`src/rtl/uart_receiver_if.sv`:
```
// Bundle of the UART receive line, oversampling enable, consumer acknowledge
// and the received-word outputs. The slave side is the receiver itself.
interface uart_receiver_if #(
    parameter int unsigned DATA_BITS = 8
);
    logic                 rx;
    logic                 clken;
    logic                 ready_clr;
    logic [DATA_BITS-1:0] data_out;
    logic                 ready;
    logic                 frame_err;
    logic                 overrun;
    logic                 rx_busy;

    modport master (
        output rx,
        output clken,
        output ready_clr,
        input  data_out,
        input  ready,
        input  frame_err,
        input  overrun,
        input  rx_busy
    );

    modport slave (
        input  rx,
        input  clken,
        input  ready_clr,
        output data_out,
        output ready,
        output frame_err,
        output overrun,
        output rx_busy
    );
endinterface

```
`src/rtl/uart_receiver.sv`:
```
// UART receive path: 2-flop synchronizer, oversampled start/data/stop FSM and
// a held output word with ready / overrun / frame_err status flags.
module uart_receiver #(
    parameter int unsigned DATA_BITS  = 8,
    parameter int unsigned OVERSAMPLE = 16
) (
    input logic                 i_clk_50m,
    input logic                 i_rst_n,
    uart_receiver_if.slave      io_bus
);
    localparam int unsigned CntW = $clog2(OVERSAMPLE);
    localparam int unsigned IdxW = (DATA_BITS > 1) ? $clog2(DATA_BITS) : 1;

    localparam logic [CntW-1:0] CntHalf = CntW'(OVERSAMPLE / 2 - 1);
    localparam logic [CntW-1:0] CntLast = CntW'(OVERSAMPLE - 1);
    localparam logic [IdxW-1:0] IdxLast = IdxW'(DATA_BITS - 1);

    typedef enum logic [1:0] {
        StIdle,
        StStart,
        StData,
        StStop
    } state_e;

    state_e                r_state;
    state_e                w_state_d;
    logic [CntW-1:0]       r_cnt;
    logic [CntW-1:0]       w_cnt_d;
    logic [IdxW-1:0]       r_bit_idx;
    logic [IdxW-1:0]       w_bit_idx_d;
    logic [DATA_BITS-1:0]  r_shift;
    logic [DATA_BITS-1:0]  w_shift_d;
    logic [DATA_BITS-1:0]  r_data;
    logic [DATA_BITS-1:0]  w_data_d;
    logic                  r_ready;
    logic                  w_ready_d;
    logic                  r_frame_err;
    logic                  w_frame_err_d;
    logic                  r_overrun;
    logic                  w_overrun_d;
    logic                  r_rx_meta;
    logic                  r_rx_s;
    logic                  w_deliver;
    logic                  w_bad_stop;

    // Two-flop synchronizer for the asynchronous rx line; idles high.
    always_ff @(posedge i_clk_50m) begin
        if (!i_rst_n) begin
            r_rx_meta <= 1'b1;
            r_rx_s    <= 1'b1;
        end else begin
            r_rx_meta <= io_bus.rx;
            r_rx_s    <= r_rx_meta;
        end
    end

    // State, counters and output registers.
    always_ff @(posedge i_clk_50m) begin
        if (!i_rst_n) begin
            r_state     <= StIdle;
            r_cnt       <= '0;
            r_bit_idx   <= '0;
            r_shift     <= '0;
            r_data      <= '0;
            r_ready     <= 1'b0;
            r_frame_err <= 1'b0;
            r_overrun   <= 1'b0;
        end else begin
            r_state     <= w_state_d;
            r_cnt       <= w_cnt_d;
            r_bit_idx   <= w_bit_idx_d;
            r_shift     <= w_shift_d;
            r_data      <= w_data_d;
            r_ready     <= w_ready_d;
            r_frame_err <= w_frame_err_d;
            r_overrun   <= w_overrun_d;
        end
    end

    // Next-state logic; the FSM only advances on clken ticks.
    always_comb begin
        w_state_d   = r_state;
        w_cnt_d     = r_cnt;
        w_bit_idx_d = r_bit_idx;
        w_shift_d   = r_shift;
        w_deliver   = 1'b0;
        w_bad_stop  = 1'b0;
        if (io_bus.clken) begin
            unique case (r_state)
                StIdle: begin
                    if (!r_rx_s) begin
                        w_state_d = StStart;
                        w_cnt_d   = '0;
                    end
                end
                StStart: begin
                    if (r_rx_s) begin
                        // Start bit did not last to its midpoint: treat as a glitch.
                        w_state_d = StIdle;
                    end else if (r_cnt == CntHalf) begin
                        w_state_d   = StData;
                        w_cnt_d     = '0;
                        w_bit_idx_d = '0;
                    end else begin
                        w_cnt_d = r_cnt + 1'b1;
                    end
                end
                StData: begin
                    if (r_cnt == CntLast) begin
                        w_shift_d[r_bit_idx] = r_rx_s;
                        w_cnt_d              = '0;
                        if (r_bit_idx == IdxLast) begin
                            w_state_d = StStop;
                        end else begin
                            w_bit_idx_d = r_bit_idx + 1'b1;
                        end
                    end else begin
                        w_cnt_d = r_cnt + 1'b1;
                    end
                end
                StStop: begin
                    if (r_cnt == CntLast) begin
                        w_deliver  = r_rx_s;
                        w_bad_stop = !r_rx_s;
                        w_state_d  = StIdle;
                        w_cnt_d    = '0;
                    end else begin
                        w_cnt_d = r_cnt + 1'b1;
                    end
                end
                default: begin
                    w_state_d = StIdle;
                end
            endcase
        end
    end

    // Status flags: a delivery or bad stop bit takes priority over ready_clr.
    always_comb begin
        w_data_d      = r_data;
        w_ready_d     = r_ready;
        w_frame_err_d = r_frame_err;
        w_overrun_d   = r_overrun;
        if (w_deliver) begin
            w_data_d      = r_shift;
            w_ready_d     = 1'b1;
            w_frame_err_d = 1'b0;
            if (r_ready && !io_bus.ready_clr) begin
                w_overrun_d = 1'b1;
            end else if (io_bus.ready_clr) begin
                w_overrun_d = 1'b0;
            end
        end else if (w_bad_stop) begin
            w_frame_err_d = 1'b1;
            if (io_bus.ready_clr) begin
                w_ready_d   = 1'b0;
                w_overrun_d = 1'b0;
            end
        end else if (io_bus.ready_clr) begin
            w_ready_d     = 1'b0;
            w_frame_err_d = 1'b0;
            w_overrun_d   = 1'b0;
        end
    end

    assign io_bus.data_out  = r_data;
    assign io_bus.ready     = r_ready;
    assign io_bus.frame_err = r_frame_err;
    assign io_bus.overrun   = r_overrun;
    assign io_bus.rx_busy   = (r_state != StIdle);

endmodule

```
`src/flat_wrapper.sv`:
```
// flat-port wrapper written by rule: the top's interface ports become plain ports
module uart_receiver_flat 
#(
    parameter int unsigned DATA_BITS  = 8,
    parameter int unsigned OVERSAMPLE = 16
)
  (i_clk_50m, i_rst_n, io_bus_rx, io_bus_clken, io_bus_ready_clr, io_bus_data_out, io_bus_ready, io_bus_frame_err, io_bus_overrun, io_bus_rx_busy);
  uart_receiver_if #(.DATA_BITS(DATA_BITS)) io_bus_i ();
  input logic i_clk_50m;
  input logic i_rst_n;
  input wire logic [$bits(io_bus_i.rx)-1:0] io_bus_rx;
  input wire logic [$bits(io_bus_i.clken)-1:0] io_bus_clken;
  input wire logic [$bits(io_bus_i.ready_clr)-1:0] io_bus_ready_clr;
  output wire logic [$bits(io_bus_i.data_out)-1:0] io_bus_data_out;
  output wire logic [$bits(io_bus_i.ready)-1:0] io_bus_ready;
  output wire logic [$bits(io_bus_i.frame_err)-1:0] io_bus_frame_err;
  output wire logic [$bits(io_bus_i.overrun)-1:0] io_bus_overrun;
  output wire logic [$bits(io_bus_i.rx_busy)-1:0] io_bus_rx_busy;
  assign io_bus_i.rx = io_bus_rx;
  assign io_bus_i.clken = io_bus_clken;
  assign io_bus_i.ready_clr = io_bus_ready_clr;
  assign io_bus_data_out = io_bus_i.data_out;
  assign io_bus_ready = io_bus_i.ready;
  assign io_bus_frame_err = io_bus_i.frame_err;
  assign io_bus_overrun = io_bus_i.overrun;
  assign io_bus_rx_busy = io_bus_i.rx_busy;
  uart_receiver #(.DATA_BITS(DATA_BITS), .OVERSAMPLE(OVERSAMPLE)) u_core (.i_clk_50m(i_clk_50m), .i_rst_n(i_rst_n), .io_bus(io_bus_i));
endmodule
```
`config.mk`:
```
export PLATFORM = sky130hd
export DESIGN_NAME = uart_receiver_flat
export DESIGN_NICKNAME = d
export VERILOG_FILES = /design/src/rtl/uart_receiver_if.sv /design/src/rtl/uart_receiver.sv /design/src/flat_wrapper.sv
export SDC_FILE = /design/constraint.sdc
export NUM_CORES = 1
export LEC_CHECK = 0
export ABC_AREA = 1
export BUFFER_PORTS_ARGS = -buffer_cell sky130_fd_sc_hd__buf_2
export CELL_PAD_IN_SITES_DETAIL_PLACEMENT = 1
export CELL_PAD_IN_SITES_GLOBAL_PLACEMENT = 2
export CORE_UTILIZATION = 35
export DETAILED_ROUTE_END_ITERATION = 10
export PLACE_DENSITY_LB_ADDON = 0.1
export SLEW_MARGIN = 20
export SYNTH_ARGS = -nofsm -noshare
export SYNTH_HDL_FRONTEND = slang
export SYNTH_SLANG_ARGS = --single-unit
```
`constraint.sdc`:
```
create_clock -name i_clk_50m -period 2.89 [get_ports i_clk_50m]
set_input_delay 0.578 -clock i_clk_50m [delete_from_list [all_inputs] [get_ports i_clk_50m]]
set_output_delay 0.578 -clock i_clk_50m [all_outputs]
set_load 0.01 [all_outputs]
```
# Word level (Yosys, flattened, before mapping)
# Index checks and enable logic that the tools add are counted.
# word_totals
ram_bits	0
ff_bits	30
input_bits	5
output_inout_bits	12
latch_bits	0
mem_count	0
mem_bits_ro	0
# classes
n_eq_ne	14
div	0
n_shift	0
n_mux	32
n_reduce_logical	15
n_lt_le_gt_ge	2
mul	0
n_bitwise	1
n_addsub	2
# ops
op	count
$mux 4	4
$mux 1	13
$mux 2	6
$mux 3	4
$pmux 4 s3	1
$reduce_and 6->1	2
$bwmux 8	1
$ne 2x1->1 const B	4
$pmux 2 s4	1
$reduce_bool 2->1	4
$ne 2x2->1 const B	3
$pmux 3 s2	1
$reduce_and 3->1	2
$add 4x1->4 const B	1
$eq 2x2->1 const B	2
$eq 4x3->1 const B	1
$eq 4x4->1 const B	1
$lt 3x4->1 const B	1
$reduce_or 2->1	2
$add 3x1->3 const B	1
$demux 1 s3	1
$eq 3x3->1 const B	1
$ge 3x1->1 const B	1
$ne 3x1->1 const B	1
other kinds (5)	7

# Logic depth before layout (Yosys ltp)
# depth
depth_word	5
ltp_mapped	10
depth_no_buf	10

# Worst setup path before layout
# Ideal clock, no wire load.
# synth_timing
path_kind	register to register
startpoint	register u_core.r_state[0]
endpoint	register u_core.r_cnt[0]
setup_slack_ns	1.509
arrival_ns	1.266
setup_ns	0.115
required_ns	2.775
stages_incl_launch_ff	10
synth_period_minus_slack_ns	1.381
path_cell_list	dfxtp_1 inv_1 ha_1 inv_2 nand2_1 nand2_1 nand2_1 nand2_1 inv_1 o21a_1
# synth_via
elab_chain_cells	3
word_cells_on_any_way	9
# synth_rtl
item	line_no	source
from (decl)	uart_receiver.sv:25	state_e r_state;
from (signal assigned)	uart_receiver.sv:60	r_state <= StIdle;
from (signal assigned)	uart_receiver.sv:69	r_state <= w_state_d;
$eq 2x2->1 (tied with other cells)	uart_receiver.sv:89	unique case (r_state)
$reduce_or 2->1 (no source line) or $ne 2x2->1 (tied branches)	-	
$pmux 4 s3 or $reduce_and 3->1 (tied branches)	-	
to (signal assigned)	uart_receiver.sv:70	r_cnt <= w_cnt_d;
to (decl)	uart_receiver.sv:27	logic [CntW-1:0] r_cnt;
# Several ways; a longest one is shown, not always the timed one.
# A chain may end at the register's enable or synchronous reset.

# Worst setup path after layout
# layout_timing
startpoint	register u_core.r_state[0]
endpoint	output port io_bus_rx_busy
# layout_via
elab_chain_cells	1
# layout_rtl
item	line_no	source
$reduce_bool 2->1	uart_receiver.sv:170	assign io_bus.rx_busy = (r_state != StIdle);
to (decl)	flat_wrapper.sv:18	output wire logic [$bits(io_bus_i.rx_busy)-1:0] io_bus_rx_busy;
# Every way passes these cells.

==> results by group <==
Run status
  • Status: completed

Timing
  • Slew HR: 0.722
  • Max Clock Skew: between 0.005 and 0.006 ns
  • Tcrit/Tclk final: 0.596
  • Least-Margin Pin Slew: ~0.42 ns
  • Final hold violation count: 0
  • RSZ-0062 raised after global routing: no
  • Final setup fails: 0
  • Fin. max-slew vios: 0
  • Minimum period implied by the final worst setup slack: 1.72 ns
  • Max Fclk: between 0.5 and 0.6 GHz
  • Setup Total Neg Slack: 0 ns

Logic synthesis
  • Mapped Area: approximately 1500 um2
  • Avg Inst Size Synth: between 7 and 8 um2
  • Register area share after synthesis: 0.409
  • Synth top area cells: dfxtp_1 41%, nand2_1 11%, nor2_1 9.5%
  • Syn nets: between 200 and 250
  • Post-synth top area share: 0.409
  • Yosys top cell by area: dfxtp_1
  • Ys Warns: 0
  • Cells after synthesis: ~200
  • Synth cell types: 26
  • Synth Register Bits: 30

Setup path
  • Crit path DAT: 1.15 ns
  • Worst setup EP type: output pin
  • Critical Path Fanout Max: 4
  • Critical path type: flip-flop to output pin
  • CP required: between 2 and 2.5 ns
  • Worst setup SP type: flip-flop

Die
  • Initial core utilization: 0.365
  • Ports: 17
  • Site row count: 23
  • Core area: approximately 4000 um2
  • Die area: ~4500 um2
  • Die Span Y: around 67 um
  • Die X: approximately 67 um

Clock tree
  • Clock transition at the registers of the reported paths: 0.06 ns
  • CTS tree: built
  • Number of CTS-inserted buffers: 5
  • CTS Root Cell: clkbuf_8
  • Clock sink count: 30
  • Clk Latency, worst-skew pair: about 0.28 ns
  • Post-CTS Hold Fix Bufs: 0
  • H-tree depth: 2
  • Post-CTS setup buffers: 0
  • Max clock buf depth: 2
  • Post-cts sizing count: 0

Placed design
  • IO Port Bufs: 16
  • GP Congestion: ~0.77
  • Detailed Place HPWL: between 2000 and 3000 um

Global routing
  • Vias in the first global route: 1245
  • Largest net degree at the start of global routing: 23
  • First-pass GRT wire length: 5430 um
  • Gr usage total: 0.165
  • Total gr overflow: 0
  • Initial antenna violation count: 0

Cells and area
  • Net count, final: roughly 230
  • P&R area growth vs syn: 13.0%
  • Antenna Cells: 0
  • Share of layout cells above drive strength 1: 0.149
  • Filler instances: about 530

Drt
  • 1st-pass router iterations: 3
  • Wirelength, routed: about 3300 um
  • Vias per inst: 4.84
  • Initial DRC count: 30
  • Vias post-DR: 1311
  • Routed Antenna Nets: 0
  • DRC errors left: 0
  • Wire per inst: between 10 and 15 um

Job
  • Total of max-cap violations: 0

Power and ir drop
  • Pwr dens: approximately 480 nW/um2
  • Peak supply drop: slightly below 0.2 mV
  • Total power: between 700 and 800 uW
  • Leak Pwr: ~0.00081 uW

Worst hold path
  • Hold Crit Class: flip-flop to flip-flop
report_power, final:
part / internal (uW) / switching (uW)
clock network: 161 / 152
registers: 419 / 8.00
logic: 17.7 / 36.7
total: 598 / 197
cells by family (layout without fill, tap and decap cells):
logic type,after synthesis,in the layout,synth area share
xor gates and xnor gates,1,1,0.00596
and+or+nand+nor,111,111,0.347
adders and majority gates,8,8,0.0681
AOI/OAI and AO/OA,24,24,0.0886
buffers and inverters,27,47,0.0818
DFF,30,30,0.409
routing by layer:
metal / track usage / up-vias / part of all wire
met5: 0 / - / 0
met4: 0.0638 / 0 / 0.015
met3: 0.0462 / 6 / 0.027
met2: 0.304 / 16 / 0.51
met1: 0.174 / 608 / 0.45
li1: - / 681 / -
worst max-delay path: stages, from the launching register on:
cell,delay [ns]
dfxtp_1,0.38
inv_1,0.11
ha_1,0.22
inv_1,0.05
buf_2,0.11
registers in the layout, summed over array words and instances (netlist names), named ones only:
register / flops
u_core.r_bit_idx: 3
u_core.r_rx_meta: 1
u_core.r_rx_s: 1
u_core.r_cnt: 4
u_core.io_bus.ready: 1
u_core.io_bus.data_out: 8
u_core.io_bus.frame_err: 1
u_core.io_bus.overrun: 1
u_core.r_shift: 8
u_core.r_state: 1
cells in the final DEF, fill, tap and decap left out, types with 2 or more instances in the layout:
master	n
dfxtp_1	30
inv_2	2
nor2_4	2
a211oi_1	2
clkbuf_8	5
o21ai_1	3
nand2_1	44
buf_2	16
nor3_1	4
ha_1	8
nand3_1	17
o21ai_0	8
a21oi_1	9
inv_1	21
nor2_1	37
or2_2	2
clkinv_2	2
layout make-up:
cell class | count | area (um2) | area share
repair buffers | 16 | 80.1 | 0.0482
clock inverters | 2 | 10.0 | 0.00603
flip-flops and latches | 30 | 601 | 0.362
clock buffers | 5 | 68.8 | 0.0414
multi-input cells | 144 | 748 | 0.451
well taps | 50 | 62.6 | 0.0377
inverters | 24 | 90.1 | 0.0543
synth_stat cells:
cell type / count
or2_2: 2
nand4_4: 1
nor2_2: 1
a22oi_1: 1
nor2_1: 37
nor2_8: 1
nand3_1: 17
o21a_1: 1
ha_1: 8
nor3_1: 4
clkbuf_8: 1
buf_2: 1
nand2_1: 44
o21ai_0: 8
o21ai_1: 3
inv_2: 2
dfxtp_1: 30
inv_1: 21
a21oi_1: 9
xor2_1: 1
nand2_4: 1
buf_6: 1
nand4_1: 1
a211oi_1: 2
clkinv_1: 1
nor2_4: 2
stage by stage:
stage	utilization	setup slack, ns	cells	hold slack, ns	area (um2)
CTS	0.412	1.14	271	0.420	1660
floorplan	-	1.51	201	0.393	1470
global route	0.412	1.10	271	0.423	1660
global placement	0.393	1.14	264	0.398	1580
detailed placement	0.393	1.11	264	0.404	1580
finish	0.412	1.17	271	0.414	1660
path summary, 6_finish.rpt:
check	startpoint	end	slack, ns	cells past startpoint
worst max-delay path	u_core.r_state[0]	io_bus_rx_busy	1.17	4
worst min-delay path	u_core.r_rx_meta	u_core.r_rx_s	0.41	1
worst max register to register	u_core.r_state[0]	u_core.r_state[0]	1.30	8
worst min register to register	u_core.r_rx_meta	u_core.r_rx_s	0.41	1
No activity file was read; power rests on OpenSTA's default activity.
